--- config.mk ---
export PLATFORM = sky130hd
export DESIGN_NAME = ifu_prefetch
export DESIGN_NICKNAME = d
export VERILOG_FILES = /design/src/rtl/ifu_pkg.sv /design/src/rtl/ifu_fifo.sv /design/src/rtl/ifu_prefetch.sv
export SDC_FILE = /design/constraint.sdc
export NUM_CORES = 1
export LEC_CHECK = 0
export CORE_MARGIN = 2
export CORE_UTILIZATION = 63
export CTS_BUF_LIST = sky130_fd_sc_hd__clkbuf_8
export CTS_CLUSTER_SIZE = 25
export DETAILED_ROUTE_END_ITERATION = 16
export GPL_TIMING_DRIVEN = 0
export PLACE_DENSITY = 0.95
export SYNTH_ARGS = -nofsm -noshare
export SYNTH_HDL_FRONTEND = slang
export SYNTH_SLANG_ARGS = --single-unit
--- constraint.sdc ---
create_clock -name clk -period 21.6 [get_ports clk]
set_clock_uncertainty 0.1 [all_clocks]
set_input_delay 4.32 -clock clk [delete_from_list [all_inputs] [get_ports clk]]
set_output_delay 4.32 -clock clk [all_outputs]
set_load 0.05 [all_outputs]
--- src/rtl/ifu_pkg.sv ---
// ifu_pkg: shared constants for the instruction fetch unit
package ifu_pkg;
  localparam int INST_W = 32;
  localparam logic [INST_W-1:0] NOP = 32'h00000013;
endpackage

--- src/rtl/ifu_fifo.sv ---
// ifu_fifo: show-ahead FIFO with flush; outputs come only from registers
module ifu_fifo #(
  parameter int DEPTH = 4,
  parameter int W = 8
) (
  input  logic                   clk,
  input  logic                   rst,
  input  logic                   flush,
  input  logic                   push,
  input  logic [W-1:0]           din,
  input  logic                   pop,
  output logic                   valid,
  output logic [W-1:0]           dout,
  output logic [$clog2(DEPTH):0] cnt
);
  localparam int AW = $clog2(DEPTH);
  logic [W-1:0] mem_q [DEPTH];
  logic [AW-1:0] wp_q, rp_q;
  logic [AW:0] cnt_q;
  // pointers and occupancy; flush empties the buffer without touching storage
  always_ff @(posedge clk)
    if (rst || flush) begin
      wp_q <= '0;
      rp_q <= '0;
      cnt_q <= '0;
    end else begin
      wp_q <= wp_q + AW'(push);
      rp_q <= rp_q + AW'(pop);
      cnt_q <= cnt_q + (AW+1)'(push) - (AW+1)'(pop);
    end
  // payload storage, never reset; the head is masked while empty
  always_ff @(posedge clk)
    if (push) mem_q[wp_q] <= din;
  assign valid = cnt_q != '0;
  assign dout = valid ? mem_q[rp_q] : '0;
  assign cnt = cnt_q;
endmodule

--- src/rtl/ifu_prefetch.sv ---
// ifu_prefetch: decoupled fetch with credit-limited prefetch buffer and redirect flush
module ifu_prefetch import ifu_pkg::*; #(
  parameter int WIDTH = 32,
  parameter logic [WIDTH-1:0] RESET_PC = 32'h80000000,
  parameter int DEPTH = 4
) (
  input  logic              clk,
  input  logic              rst,
  output logic              req_valid,
  input  logic              req_ready,
  output logic [WIDTH-1:0]  req_addr,
  input  logic              rsp_valid,
  input  logic [INST_W-1:0] rsp_data,
  input  logic              rsp_err,
  output logic              inst_valid,
  input  logic              inst_ready,
  output logic [INST_W-1:0] inst,
  output logic [WIDTH-1:0]  inst_pc,
  output logic              inst_err,
  input  logic              redirect_valid,
  input  logic [WIDTH-1:0]  redirect_pc
);
  localparam int CW = $clog2(DEPTH) + 1;
  typedef struct packed {
    logic [WIDTH-1:0]  pc;
    logic [INST_W-1:0] inst;
    logic              err;
  } fetch_entry_t;
  logic [WIDTH-1:0] fpc_q, fpc_d, req_addr_q, req_addr_d, rsp_pc_q, rsp_pc_d, start_pc;
  logic req_valid_q, req_valid_d, stale_q, stale_d;
  logic [CW-1:0] live_q, live_d, drop_q, drop_d, live_n, drop_n, cnt, cnt_n;
  logic [CW+1:0] used;
  logic acc, keep, hit, push, pop, issue;
  fetch_entry_t ent, head;
  // handshake accounting, credit check and next request; rsp_pc tracks the oldest live response
  always_comb begin
    acc = req_valid_q & req_ready;
    keep = req_valid_q & ~req_ready;
    hit = rsp_valid & (drop_q == '0);
    push = hit & ~redirect_valid;
    pop = inst_valid & inst_ready;
    live_n = live_q + CW'(acc & ~stale_q) - CW'(hit);
    drop_n = drop_q + CW'(acc & stale_q) - CW'(rsp_valid & ~hit);
    live_d = redirect_valid ? '0 : live_n;
    drop_d = redirect_valid ? live_n + drop_n : drop_n;
    cnt_n = redirect_valid ? '0 : cnt + CW'(push) - CW'(pop);
    used = (CW+2)'(cnt_n) + (CW+2)'(live_d) + (CW+2)'(drop_d);
    issue = ~keep & (used < (CW+2)'(DEPTH));
    start_pc = redirect_valid ? (redirect_pc & ~WIDTH'(3)) : fpc_q;
    fpc_d = issue ? start_pc + WIDTH'(4) : start_pc;
    req_valid_d = issue | keep;
    req_addr_d = issue ? start_pc : req_addr_q;
    stale_d = keep & (stale_q | redirect_valid);
    rsp_pc_d = redirect_valid ? start_pc : rsp_pc_q + (push ? WIDTH'(4) : '0);
    ent = '{pc: rsp_pc_q, inst: rsp_data, err: rsp_err};
  end
  // fetch state registers
  always_ff @(posedge clk)
    if (rst) begin
      fpc_q <= RESET_PC;
      req_valid_q <= 1'b0;
      req_addr_q <= RESET_PC;
      rsp_pc_q <= RESET_PC;
      stale_q <= 1'b0;
      live_q <= '0;
      drop_q <= '0;
    end else begin
      fpc_q <= fpc_d;
      req_valid_q <= req_valid_d;
      req_addr_q <= req_addr_d;
      rsp_pc_q <= rsp_pc_d;
      stale_q <= stale_d;
      live_q <= live_d;
      drop_q <= drop_d;
    end
  // a response with nothing outstanding means the memory side broke protocol
  always_ff @(posedge clk)
    if (!rst && rsp_valid) assert (live_q != '0 || drop_q != '0);
  ifu_fifo #(.DEPTH(DEPTH), .W($bits(fetch_entry_t))) u_fifo (
    .clk   (clk),
    .rst   (rst),
    .flush (redirect_valid),
    .push  (push),
    .din   (ent),
    .pop   (pop),
    .valid (inst_valid),
    .dout  (head),
    .cnt   (cnt)
  );
  assign req_valid = req_valid_q;
  assign req_addr = req_addr_q;
  assign inst = head.inst;
  assign inst_pc = head.pc;
  assign inst_err = head.err;
endmodule

==> run summary <==
The flow ran to the end, and the final reports show no timing, DRC or antenna violations. Summing every instance area after synthesis gives 15580 um^2. The synthesized instance count is 1072, and the sum of overflow across all layers after global routing is 0. The DRC violation count after routing was 0; the post-route minimum period was 9.673 ns. TritonCTS built the clock tree.

Most used standard cell by instance count after synthesis: edfxtp_1. Once the clock tree was built, the resizer swapped 0 gates to a different size. The worst path uses 44.78% of the clock period. The share of synthesized area occupied by flip-flops and latches was 64.39%; the post-synthesis async set-or-reset flop share was 0%. After synthesis, the cell types taking the most area are edfxtp_1, dfxtp_1, mux4_2.

The count of endpoints failing hold in the final timing report came out at 0. The fraction of final layout cells sized beyond drive strength 1 was 14.58%; the adder-cell share of the synthesized area was 2.024%. Walking the worst path, the cells encountered are buf_6 > buf_4 > buf_2 > buf_4 > buf_2 > buf_2 > nor2_1 > ha_1 > inv_1 > fa_1 > or2_2 > fa_1 > o21bai_1 > fa_1 > or3_4 > a211oi_2 > nand2_1 > nor4_1 > mux2_2. The congestion estimate from routability-driven global placement came to 0.9721.

The die outline width was 161.2 um. CTS root buffer: clkbuf_8. The critical path startpoint category is a primary input. The per-cell via count in the routed design is 6.106. Among all stages on the critical path, the largest delay is contributed by a211oi_2. At the pin with the least slew margin, the transition time is 1.113 ns. Across the run, the number of max-cap violations was 0.

In this run the core area contains 57 standard-cell rows. Summed over all cells, the static leakage comes to 0.006493 uW. Synthesis inferred 371 register bits. The path type of the worst setup path is in2reg.

The biggest area contributor in the post-synthesis netlist is edfxtp_1. In this run the power density over the cells is 115.1 nW/um^2. The total half-perimeter wirelength after legalization and detailed placement was 26.42 mm; the signal arrival time at the worst endpoint was 10.06 ns. Once the clock tree was built, the setup fixing pass inserted 0 buffers.

The share of synthesized area in the top cell type comes to 50.12%. The logs give 26000 um^2 for the die outline area and 57.78 mm for the first-pass GRT wire length. After filler insertion, the fill cell instance count of the layout stands at 1360. Setup repair after global routing left no endpoint under its margin.

The tools report the number of placed I/O pins as 170. The compound-cell area share of the yosys netlist was 5.438%; the number of enable-type register cells in the synthesized netlist was 260. For the initial standard-cell utilization of the core, the log shows 64.05%. IR analysis of the VDD net gives a maximum drop of 0.0003006 V. The later pin in the worst-skew pair is clocked with a latency of 0.60 ns. For this block, the initial DRC count from the detailed router was 977. The commonest cells after synthesis are edfxtp_1, dfxtp_1, nor2_1, and2_1, mux4_2. Maximum number of pins on one net before global-route repair: 49. Port buffering added 165 buffers.

The footprint of the flip-flops and latches is 10030 um^2. The run gives 25.51% as the worst slew margin relative to its limit. The number of search-and-repair iterations in the first detailed-routing pass is 5, and the area share of and/or/nand/nor cells after synthesis is 12.12%. The tools report the number of global-route vias before repair as 10456. Dividing the synthesized area by the synthesized cell count gives 14.53 um^2. The total via count after detailed routing is 10319. After detailed routing, the average wire length per cell comes to 22.13 um.

The portion of synthesized area spent on multiplexers is 11.65%. The logs give 2 for the H-tree depth and 21.98 ns for the required time of the critical path. Sort of element at the end of the critical path: a flop. Setup violations remaining at the end of the flow were counted as 0.

The overall die height works out to 161.2 um. From synthesis to final layout, the design area changed by 21.50%. Synthesis instantiated 67 different standard cells from the library. No sink is reached through more buffers than the 3 on the longest clock path.

The utilization after layout was 77.82%; the initial antenna violation count was 0. The number of buffers inserted by hold repair at cts was 0; the top achievable clock speed was 103.4 MHz. The tools report the worst hold margin as 0.3674 ns. On the worst path, the slowest cell contributes a delay of 0.49 ns.

Clock tree synthesis found a total of 371 sinks. Combinational family with the most area after synthesis: simple AND/OR/NAND/NOR gates. The detail route stage leaves a number of antenna-violating nets equal to 0. The area of the multi-input gates is 5236 um^2.

Total nets after synthesis: 1164. Yosys printed 0 warnings. The run gives 57 as the number of buffers created by CTS. For this run, the leading register cell type out of synthesis is edfxtp_1. The core area came out at 24320 um^2. The run gives 0 as the number of max-slew violations in the final report.

Adding up every negative setup slack in the final design gives 0 ns. Register clock-pin slew on the reported worst setup and hold paths: 0.06 ns. The path class of the tightest hold or removal check is reg2reg. The XOR/XNOR share of the synthesized area is 2.225%, and the combined global-route utilization of all metal layers is 29.00%. For this block, the routed nets add up to 37.40 mm of wire.

For this run, the post-layout net count is 1410. In this run the worst path has a maximum fanout of 10.
-- path summary, 6_finish.rpt --
check | start | endpoint | slack, ns | cells past startpoint
min reg2reg | fpc_q[0] | fpc_q[0] | 0.37 | 1
min | fpc_q[0] | fpc_q[0] | 0.37 | 1
max reg2reg | u_fifo.cnt[1] | fpc_q[28] | 15.54 | 17
max | redirect_valid | fpc_q[28] | 11.93 | 19
-- registers in the layout, indices dropped and copies added (netlist names), 2 cells and up --
register,flops
fpc_q,32
live_q,3
rsp_pc_q,32
u_fifo.mem_q,260
drop_q,3
u_fifo.rp_q,2
u_fifo.cnt,3
u_fifo.wp_q,2
req_addr,32
-- metrics by stage --
step | std cells | setup WS (ns) | area, um^2 | total power, uW
final | 1690 | 11.93 | 18920 | 2178
after global routing | 1689 | 11.80 | 18920 | 2282
after CTS | 1689 | 12.08 | 18920 | 2182
after detailed placement | 1583 | 11.43 | 17880 | 1657
after global placement | 1561 | 4.084 | 17630 | 1621
after floorplan | 1072 | 8.706 | 15580 | 1429
-- worst max-delay path: cells and delay by family --
kind / cells / cell delay [ns]
adder cells (fa/ha/maj): 4 / 1.49
AND/OR/NAND/NOR: 5 / 1.64
multiplexers: 1 / 0.37
buffers and inverters: 7 / 1.53
AO/OA/AOI/OAI: 2 / 0.68
-- cell type report --
type,instances,area share (%)
Buffer,62,1.435
Tap cell,324,2.142
Timing Repair Buffer,187,9.917
Multi-Input combinational cell,622,27.67
Sequential cell,371,53.00
Antenna cell,1,0.01322
Inverter,17,0.3372
Clock buffer,62,4.509
Clock inverter,44,0.9785
-- layout by cell type (no fill, tap or decap), types with 21 or more instances in the layout --
master	count
edfxtp_1	260
nand2_1	40
a211oi_1	40
mux4_2	65
clkbuf_8	62
nor3_1	30
dfxtp_1	111
clkbuf_1	39
nand4_1	21
mux2i_1	26
clkdlybuf4s50_1	165
and2_1	80
nor2_1	82
inv_1	41
nand3_1	22
-- routing by layer --
metal	wire, um	part of all wire, %	track usage (%)
met1	14740	39	37.66
met2	18420	49	49.63
met3	2947	7.9	5.316
met4	1289	3.4	10.43
met5	0	0	0
-- report_power, final --
group          internal [uW]  switching (uW)
Clock                    264             261
Combinational            282             515
Sequential               825            30.6
Total                   1370             807
-- cell families after synthesis --
logic type / Yosys count
flip-flops: 371
AND/OR/NAND/NOR: 350
AO/OA/AOI/OAI: 114
multiplexers: 99
buffers and inverters: 79
XOR/XNOR: 38
adder cells (fa/ha/maj): 21
No activity file was read; power rests on OpenSTA's default activity.
==> patch, RTL diff (config.mk and constraints unchanged) <==
Make the reset (`rst`) asynchronous in one clocked block.
--- a/src/rtl/ifu_prefetch.sv
+++ b/src/rtl/ifu_prefetch.sv
@@ -56,5 +56,5 @@
   end
   // fetch state registers
-  always_ff @(posedge clk)
+  always_ff @(posedge clk or posedge rst)
     if (rst) begin
       fpc_q <= RESET_PC;
Formal check against the unedited RTL: differs if rst is asserted again (counterexample within 4 cycles, from zero or initial values and one cycle with rst high); with rst held inactive, the same outputs for 4 cycles.
==> patch against the unedited design <==
Synthesized area increased by 0.24%. First-iteration DRC count decreased by 5.5%. Sequential cell count unchanged. Maximum frequency decreased by 1.2%. Global-route usage decreased by 1.5 points. Critical path type unchanged. Utilization increased by 0.38 points. Design area increased by 0.48%. Sequential share of layout area increased by 2.5 points. Largest power group unchanged. Worst setup slack got worse by 0.12 ns. Total power increased by 0.16%. Routed wire length decreased by 6.1%. Combinational power decreased by 5.0%.
==> patch: results (changes against the unedited design) <==
stage;metric;value;unit;change
status;status;complete, no violations;;
final_layout;nClkBuffers;64;;+3.2%
global_routing;grt_max_degree;59;;+20%
yosys;netlist_top_cells_count;edfxtp_1 (260), dfrtp_1 (101), nand2_1 (92), and2_1 (70), mux4_2 (65);;
hold_path;min_to;req_addr[5];;
final_layout;buffer_area_share;11.2;%;-0.17 points
pwr;swShare;37.1;%;about the same
global_routing;track_usage;27.5;%;-1.5 points
final_layout;inv_count;23;;+6
pwr;vdd.ir_drop.worst;0.000176;V;-42%
critical_path;crit_path_max_incr_delay;0.56;ns;+0.07 ns
place;hpwl;24.6;mm;-7.0%
final_layout;antenna_cells;0;;-1
timing;hold-worst-slack;0.396;ns;+0.0286 ns
route;vias_per_cell;5.97;;-2.2%
route;dr.first_iter.drc_count;923;;-5.5%
final_layout;nFillCells;1291;;-5.1%
final_layout;multi_input_gates;555;;-11%
critical_path;ff2ff_setup_slack;15.87;ns;+0.33 ns
final_layout;drive_gt1_share;16.4;%;+1.8 points
place;portBuffers;167;;+1.2%
place;post-place-ws;11.27;ns;-0.164 ns
hold_path;whs_path_depth;2;;+1
critical_path;rr_worst_depth;18;;+1
place;detailed_place.area;17900;sq um;+0.32%
clock_tree;numCtsBuffers;55;;-3.5%
final_layout;nNetsFinal;1330;;-5.7%
final_layout;multi_input_area_share;25.1;%;-2.6 points
timing;timing.fmax;0.102;GHz;-1.2%
clock_tree;clock_latency;0.59;ns;
final_layout;largest_reg_flops;260;;unchanged
place;gp_congestion;0.967;;-0.58%
final_layout;n_all_buffers;232;;-6.8%
critical_path;crit_path_end;req_addr[13];;
global_routing;grt_pass1_wl;54.6;mm;-5.5%
hold_path;min_from;req_addr[5];;
route;drt-total-wl;35.1;mm;-6.1%
yosys;ys_seq_area_share;67.6;%;+3.2 points
route;drt_pass1_iterations;5;;unchanged
pwr;p_leak;6.85;nW;+5.5%
critical_path;critical_path.top_delay_family;buffers and inverters;;
global_routing;grt_pass1_vias;9879;;-5.5%
yosys;ys_top_cells_by_area;edfxtp_1 (50%), dfrtp_1 (16%), mux4_2 (9.4%), and2_1 (2.8%), nand2_1 (2.2%);;
critical_path;critical-path-slowest-cell;clkdlybuf4s50_1;;
yosys;synthArstFlopShare;28.0;%;+28 points
timing;relSlewSlack;44.1;%;+19 points
==> patch: changes by cell type after synthesis, sizes merged, moves of 14 or more <==
cell | before | now
xnor2 | 18 | 32
xor2 | 19 | 39
nor3 | 30 | 10
dfxtp | 111 | 7
o21ai | 14 | 56
a211oi | 41 | 0
dfrtp | 0 | 101
nand2 | 41 | 93
nor2 | 83 | 20
mux2i | 26 | 7
clkbuf | 39 | 24
==> patch: kinds of logic (layout without fill, tap and decap cells) <==
logic type               count (synthesis)  count (layout)  share of synthesized area (%)
flip-flops                             371             371                           67.6
AND/OR/NAND/NOR                        289             289                           10.4
adder cells (fa/ha/maj)                 21              21                           2.02
AO/OA/AOI/OAI                           96              96                           3.73
buffers and inverters                   72             358                           2.04
multiplexers                            78              78                           10.3
XOR/XNOR                                71              71                           3.98
==> patch: through the flow <==
stage | util, % | cells
floorplan | - | 998
global placement | 72.7 | 1489
detailed placement | 73.8 | 1505
CTS | 78.2 | 1608
global route | 78.2 | 1608
finish | 78.2 | 1608
==> patch: tightest hold or removal path: stages, from the launching register on <==
cell and delay (ns):
dfrtp_1 0.35, nand2_1 0.05, o21ai_0 0.06
==> patch: routing by layer <==
layer	GRT usage (%)	vias to the layer above	wire length [um]
met4	7.39	0	757
met2	46.6	551	17700
li1	-	4208	-
met3	5.39	78	3090
met5	0	-	0
met1	37.1	4769	13600
==> patch: power by group through the flow <==
stage          clock (mW)  sequential [mW]  combinational [mW]
6_report            0.540            0.885               0.757
3_3_place_gp            0            0.895               0.716
5_1_grt             0.580            0.890               0.821
4_1_cts             0.548            0.883               0.758
3_5_place_dp            0            0.895               0.750
2_1_floorplan           0            0.979               0.419
